<file path="config.mk">
export PLATFORM = sky130hd
export DESIGN_NAME = memory_stage
export DESIGN_NICKNAME = d
export VERILOG_FILES = /design/src/rtl/memory_stage.sv
export SDC_FILE = /design/constraint.sdc
export NUM_CORES = 1
export LEC_CHECK = 0
export ABC_CLOCK_PERIOD_IN_PS = 2200
export CORE_AREA = 2 2 209 211
export DETAILED_ROUTE_END_ITERATION = 8
export DIE_AREA = 0 0 211 213
export GPL_ROUTABILITY_DRIVEN = 0
export GPL_TIMING_DRIVEN = 0
export REMOVE_ABC_BUFFERS = 1
export SKIP_CTS_REPAIR_TIMING = 1
export SYNTH_ARGS = -nofsm -noshare
export SYNTH_HDL_FRONTEND = slang
export SYNTH_SLANG_ARGS = --single-unit
</file>
<file path="constraint.sdc">
create_clock -name clk -period 2.2 [get_ports clk]
set_clock_uncertainty 0.1 [all_clocks]
set_input_delay 0.33 -clock clk [delete_from_list [all_inputs] [get_ports clk]]
set_output_delay 0.33 -clock clk [all_outputs]
set_load 0.01 [all_outputs]
</file>
<file path="src/rtl/memory_stage.sv">
// Memory stage of a five-stage pipeline: EX/MEM register, a data-memory access
// FSM with a bounded wait, and the MEM/WB register feeding writeback.
module memory_stage #(
    parameter int N       = 64,
    parameter int TIMEOUT = 15
) (
    input  logic         clk,
    input  logic         reset,
    input  logic         valid_E,
    input  logic [4:0]   ctrl_E,
    input  logic [4:0]   rd_E,
    input  logic [N-1:0] aluResult_E,
    input  logic [N-1:0] writeData_E,
    input  logic [N-1:0] PCBranch_E,
    input  logic         zero_E,
    output logic [N-1:0] dm_addr,
    output logic [N-1:0] dm_wdata,
    output logic         dm_read,
    output logic         dm_write,
    input  logic         dm_ack,
    input  logic [N-1:0] dm_rdata,
    output logic         stall_M,
    output logic         PCSrc_M,
    output logic [N-1:0] PCBranch_M,
    output logic         regWrite_W,
    output logic [4:0]   rd_W,
    output logic [N-1:0] result_W,
    output logic         err_M,
    output logic         state_dbg
);

    // Handshake: dm_read/dm_write act as valid and stay asserted, with address
    // and data stable, until dm_ack=1 or the access is abandoned; dm_ack is
    // only meaningful while a request strobe is high.

    typedef enum logic {
        S_IDLE = 1'b0,
        S_WAIT = 1'b1
    } state_t;

    localparam logic [3:0] CNT_LAST = 4'(TIMEOUT - 1);

    // EX/MEM register
    logic         valid_q, valid_d;
    logic [4:0]   ctrl_q, ctrl_d;
    logic [4:0]   rd_q, rd_d;
    logic [N-1:0] alu_q, alu_d;
    logic [N-1:0] wdata_q, wdata_d;
    logic [N-1:0] pcb_q, pcb_d;
    logic         zero_q, zero_d;

    // Access FSM
    state_t       state_q, state_d;
    logic [3:0]   cnt_q, cnt_d;
    logic         err_q, err_d;

    // MEM/WB register
    logic         wb_regwrite_q, wb_regwrite_d;
    logic [4:0]   wb_rd_q, wb_rd_d;
    logic [N-1:0] wb_result_q, wb_result_d;

    logic regwrite_m, memtoreg_m, memread_m, memwrite_m, branch_m;
    logic memop_m, rd_req, wr_req;
    logic stall, done;

    assign {regwrite_m, memtoreg_m, memread_m, memwrite_m, branch_m} = ctrl_q;

    // A read+write request is treated as a read.
    assign memop_m = valid_q & (memread_m | memwrite_m);
    assign rd_req  = memop_m & memread_m;
    assign wr_req  = memop_m & memwrite_m & ~memread_m;

    always_comb begin
        valid_d = valid_q;
        ctrl_d  = ctrl_q;
        rd_d    = rd_q;
        alu_d   = alu_q;
        wdata_d = wdata_q;
        pcb_d   = pcb_q;
        zero_d  = zero_q;
        if (!stall) begin
            valid_d = valid_E;
            ctrl_d  = ctrl_E;
            rd_d    = rd_E;
            alu_d   = aluResult_E;
            wdata_d = writeData_E;
            pcb_d   = PCBranch_E;
            zero_d  = zero_E;
        end
    end

    always_ff @(posedge clk) begin
        if (reset) begin
            valid_q <= 1'b0;
            ctrl_q  <= '0;
            rd_q    <= '0;
            alu_q   <= '0;
            wdata_q <= '0;
            pcb_q   <= '0;
            zero_q  <= 1'b0;
        end else begin
            valid_q <= valid_d;
            ctrl_q  <= ctrl_d;
            rd_q    <= rd_d;
            alu_q   <= alu_d;
            wdata_q <= wdata_d;
            pcb_q   <= pcb_d;
            zero_q  <= zero_d;
        end
    end

    // WAIT is only reachable with a held memory op, so dm_ack there always
    // belongs to the outstanding access; the last WAIT cycle drops the stall.
    always_comb begin
        state_d = state_q;
        cnt_d   = cnt_q;
        err_d   = err_q;
        stall   = 1'b0;
        done    = 1'b0;
        case (state_q)
            S_IDLE: begin
                if (memop_m) begin
                    if (dm_ack) begin
                        done = 1'b1;
                    end else begin
                        stall   = 1'b1;
                        state_d = S_WAIT;
                        cnt_d   = 4'd0;
                    end
                end
            end
            S_WAIT: begin
                if (dm_ack) begin
                    done    = 1'b1;
                    state_d = S_IDLE;
                end else if (cnt_q == CNT_LAST) begin
                    err_d   = 1'b1;
                    state_d = S_IDLE;
                end else begin
                    stall = 1'b1;
                    cnt_d = cnt_q + 4'd1;
                end
            end
            default: state_d = S_IDLE;
        endcase
    end

    always_ff @(posedge clk) begin
        if (reset) begin
            state_q <= S_IDLE;
            cnt_q   <= 4'd0;
            err_q   <= 1'b0;
        end else begin
            state_q <= state_d;
            cnt_q   <= cnt_d;
            err_q   <= err_d;
        end
    end

    // An unstalled read is either completed (done) or abandoned; the latter
    // writes zero instead of stale bus data.
    always_comb begin
        wb_regwrite_d = 1'b0;
        wb_rd_d       = '0;
        wb_result_d   = '0;
        if (!stall) begin
            wb_regwrite_d = valid_q & regwrite_m;
            wb_rd_d       = rd_q;
            if (rd_req && memtoreg_m) begin
                wb_result_d = done ? dm_rdata : '0;
            end else begin
                wb_result_d = alu_q;
            end
        end
    end

    always_ff @(posedge clk) begin
        if (reset) begin
            wb_regwrite_q <= 1'b0;
            wb_rd_q       <= '0;
            wb_result_q   <= '0;
        end else begin
            wb_regwrite_q <= wb_regwrite_d;
            wb_rd_q       <= wb_rd_d;
            wb_result_q   <= wb_result_d;
        end
    end

    assign dm_addr    = alu_q;
    assign dm_wdata   = wdata_q;
    assign dm_read    = rd_req;
    assign dm_write   = wr_req;
    assign stall_M    = stall;
    assign PCSrc_M    = valid_q & branch_m & zero_q;
    assign PCBranch_M = pcb_q;
    assign regWrite_W = wb_regwrite_q;
    assign rd_W       = wb_rd_q;
    assign result_W   = wb_result_q;
    assign err_M      = err_q;
    assign state_dbg  = (state_q == S_WAIT);

endmodule
</file>
# Yosys cells after proc, flatten, opt, wreduce, memory -nomap -nowiden
# Cells that the tools add are included.
dict set report classes {
  add_sub_neg 1
  eq_ne 5
  muxes 15
  bitwise 11
  reduce_logical 4
}
# cell count
set ops {}
lappend ops {{$mux W64} 2}
lappend ops {{$mux W4} 4}
lappend ops {{$ne A2 B2 Y1 const B} 4}
lappend ops {{$pmux W4 S2} 1}
lappend ops {{$and A1 B1 Y1} 7}
lappend ops {{$mux W1} 6}
lappend ops {{$add A4 B1 Y4 const B} 1}
lappend ops {{$eq A4 B4 Y1 const B} 1}
lappend ops {{$pmux W1 S2} 2}
lappend ops {{$reduce_and A4 Y1} 1}
lappend ops {{$not A1 Y1} 3}
lappend ops {{$reduce_and A3 Y1} 1}
lappend ops {{$reduce_or A2 Y1} 1}
lappend ops {{$logic_and A1 B1 Y1} 1}
lappend ops {{$or A1 B1 Y1} 1}
dict set report totals {
  register_bits 280
  in_bits 271
  out_inout_bits 268
  word_cells 49
}

# Depth between registers and ports, before layout
dict set report logic_depth {
  depth_word 6
  ltp_mapped 8
}

# Worst setup path before layout
# OpenSTA, ideal clock, no wires.
dict set report synth_timing {
  path_type {reg-to-output}
  start {register cnt_q[0]}
  end {output port stall_M}
  arrival_ns 1.509
  t_required_ns 1.770
  slack_ns 0.261
  stages_incl_launch_ff 8
  path_cell_list {dfxtp_1 > inv_1 > ha_1 > a41oi_2 > a21boi_1 > buf_4 > buf_6 > buf_4}
}
dict set report synth_between {
  elab_chain_cells 4
}
# item line_no
set synth_rtl {}
lappend synth_rtl {{from (decl)} 54} ;# logic [3:0] cnt_q, cnt_d;
lappend synth_rtl {{from (signal assigned)} 155} ;# cnt_q <= cnt_d;
lappend synth_rtl {{$eq A4 B4 Y1} 136} ;# end else if (cnt_q == CNT_LAST) begin
lappend synth_rtl {{$mux W1} 136}
lappend synth_rtl {{$mux W1} 133} ;# if (dm_ack) begin
lappend synth_rtl {{$pmux W1 S2} 120} ;# case (state_q)
lappend synth_rtl {{to (decl)} 22} ;# output logic stall_M,
# No other way between the ends.

# Worst setup path in the final report
# Ends and elaborated chain as after synthesis.

==> flow_metrics.tcl <==
set metrics [dict create \
    critPathLaunchType "register" \
    wl_per_cell_um 17.4 \
    synth_area_sq_um 11400 \
    drtIter0Drc 433 \
    relSlewSlack_pct 39.3 \
    first_pass_iters 6 \
    die_w_um 211 \
    drc 0 \
    critPathKind "reg2out" \
    ir_drop_mv 0.562 \
    grt_usage_pct 16.7 \
    routed_wl_um 41100 \
    syn2layout_area_growth_pct 69.2 \
    syn_area_per_cell_sq_um 9.29 \
    vias 10600 \
    powerDensity_nw_per_um2 698 \
    r2r-start "cnt_q[0]$_SDFFE_PP0P_" \
    startpoint "cnt_q[0]$_SDFFE_PP0P_" \
    final_hold_viol_count 0 \
    antenna_found_initial 4 \
    rows 76 \
    outcome "finished with violations" \
    final_nets 2063 \
    die_area_sq_um 44900 \
    r2r_end "PCBranch_M[9]$_SDFFE_PP0N_" \
    max_freq_mhz 408 \
    clk_latency_ns 0.53 \
    port_buffers 538 \
    io_pins 539 \
    violations "setup timing" \
    finalSetupViolations 54 \
    postLayoutCellArea_sq_um 19300 \
    hpwl_um 28100 \
    grt_pass1_vias 10200 \
    period_share_pct 112 \
    ys_types 31 \
    fin_crit_ns 2.45 \
    htree_num_levels 2 \
    grt_max_degree 177 \
    cts.sinks 280 \
    utilization_pct 45.2 \
    clkSlewWorstSetupHoldPaths_ns 0.06 \
    detail-route-antenna-nets 0 \
    start_util_pct 26.7 \
    worstPathRequired_ns 1.77 \
    grt_pass1_wl_um 58700 \
    hp-start "reset" \
    maxCapViolCount 0 \
    min_path_type "in2reg" \
    rsz0062_at_grt "true" \
    whs_ns 0.227 \
    syn_inst 1228 \
    core_sq_um 42700 \
    cts_tree "yes" \
    crit_arrival_ns 2.02 \
    synth-seq-area-share_pct 49.1 \
    p_leak_nw 7.14 \
    ys_ff_latch 280 \
    max-clock-path-buffers 3 \
    reg2reg_slack_ns -0.07 \
    tightest_slew_ns 0.911 \
    slew_viol_final 0 \
    endpoint_kind "output port" \
    endpoint "stall_M" \
    worstPathMaxFanout 8 \
    cts_buffers 34 \
    ff2ff_path_depth 10 \
    place_inst 2227 \
    final_cell_count_no_fill 2362 \
    grt.overflow.total 0 \
    cts_root_buf "clkbuf_16" \
    setup_slack_ns -0.254 \
    yosysWarnings 0 \
    die_y_um 213 \
    dpl_cell_area_sq_um 17400 \
    drive_gt1_share_pct 12.8 \
    routed_via_density 4.48 \
]
-- cells in the final DEF, fill, tap and decap left out, drive strengths merged, types with 2 or more instances in the layout --
cell type and instances:
a211oi 64, a21boi 2, and2 2, and3 2
buf 86, bufinv 2, clkbuf 52, clkdlybuf4s50 535
clkinv 12, clkinvlp 2, dfxtp 280, diode 2
ha 2, inv 3, mux2i 205, nand2 476
nand3 66, nand4 2, nor2 3, nor3b 5
o21ai 2
-- cell families (layout without fill, tap and decap cells) --
group | count (synthesis) | after routing | synth area share (%)
compound gates | 73 | 74 | 7.69
fa+ha+maj | 2 | 2 | 0.219
buf+inv | 107 | 692 | 5.02
flops | 280 | 280 | 49.1
mux | 205 | 205 | 18.0
other cells | 0 | 2 | 0
simple gates | 561 | 561 | 19.9
-- per-stage QoR --
step | total power (W) | setup TNS (ns) | worst slack (ns)
after floorplan | 0.00672 | -5057.11 | -18.55
after global placement | 0.00817 | -7660.94 | -30.18
after detailed placement | 0.00779 | -212.19 | -1.51
after CTS | 0.0136 | -178.59 | -1.96
after global routing | 0.0141 | -10.68 | -0.357
final | 0.0135 | -1.36 | -0.254
-- worst min path at each step --
stage / to / depth (start not counted)
finish: cnt_q[2]$_SDFFE_PP0P_ / 2
CTS: cnt_q[2]$_SDFFE_PP0P_ / 2
detailed placement: regWrite_W$_SDFF_PP0_ / 2
global route: dm_wdata[43]$_SDFFE_PP0N_ / 3
global placement: rd_q[2]$_SDFFE_PP0N_ / 2
floorplan: cnt_q[2]$_SDFFE_PP0P_ / 1
-- report_power, final --
part	switching [W]	internal, W
combinational	0.000914	0.00132
clock	0.00226	0.00342
sequential	0.000173	0.00539
total	0.00335	0.0101
-- Yosys cell counts (all sizes together) --
master	count	area share, %
o32ai	1	0.077
nand3	66	2.9
buf	33	2.6
a311oi	1	0.077
nand2	476	16
inv	3	0.099
nor3	1	0.088
clkbuf	71	2.3
a21oi	1	0.044
a211oi	64	7.0
nor4bb	1	0.088
nand4	2	0.11
and2	2	0.11
a41oi	1	0.14
a21boi	1	0.066
nand2b	1	0.055
and3b	1	0.077
nand4b	1	0.077
dfxtp	280	49
o31ai	1	0.11
o21a	1	0.066
mux2i	205	18
ha	2	0.22
nor3b	5	0.55
and3	2	0.11
nor2	3	0.099
o21ai	2	0.088
-- cell type report --
class,instances,area [sq um]
Inverter,3,21.3
Sequential cell,280,5610
Tap cell,546,683
Timing Repair Buffer,629,6540
Multi-Input combinational cell,842,5300
Clock inverter,16,139
Clock buffer,44,992
Antenna cell,2,5.00
Fill cell,4137,23400
-- registers in the layout (all words and copies together), names as in the netlist, 4 cells and up --
register,flops
PCBranch_M,64
dm_addr,64
dm_wdata,64
result_W,64
ctrl_q,5
rd_W,5
rd_q,5
cnt_q,4
-- critical path: stages, from the launching register on --
cell      delay (ns)
dfxtp_4         0.37
inv_4           0.04
ha_4            0.16
a41oi_4         0.17
a21boi_4        0.26
buf_6           0.14
buf_12          0.13
buf_16          0.12
buf_6           0.09
-- metal layers --
layer / share of wire, % / wire length (um) / vias up / GRT usage [%]
li1: - / - / 5191 / -
met5: 0.063 / 26 / - / 0
met1: 38 / 15700 / 4895 / 18.5
met4: 2.7 / 1100 / 4 / 6.80
met2: 49 / 20100 / 429 / 28.3
met3: 10 / 4130 / 70 / 6.99
(Power assumes the default switching activity.)
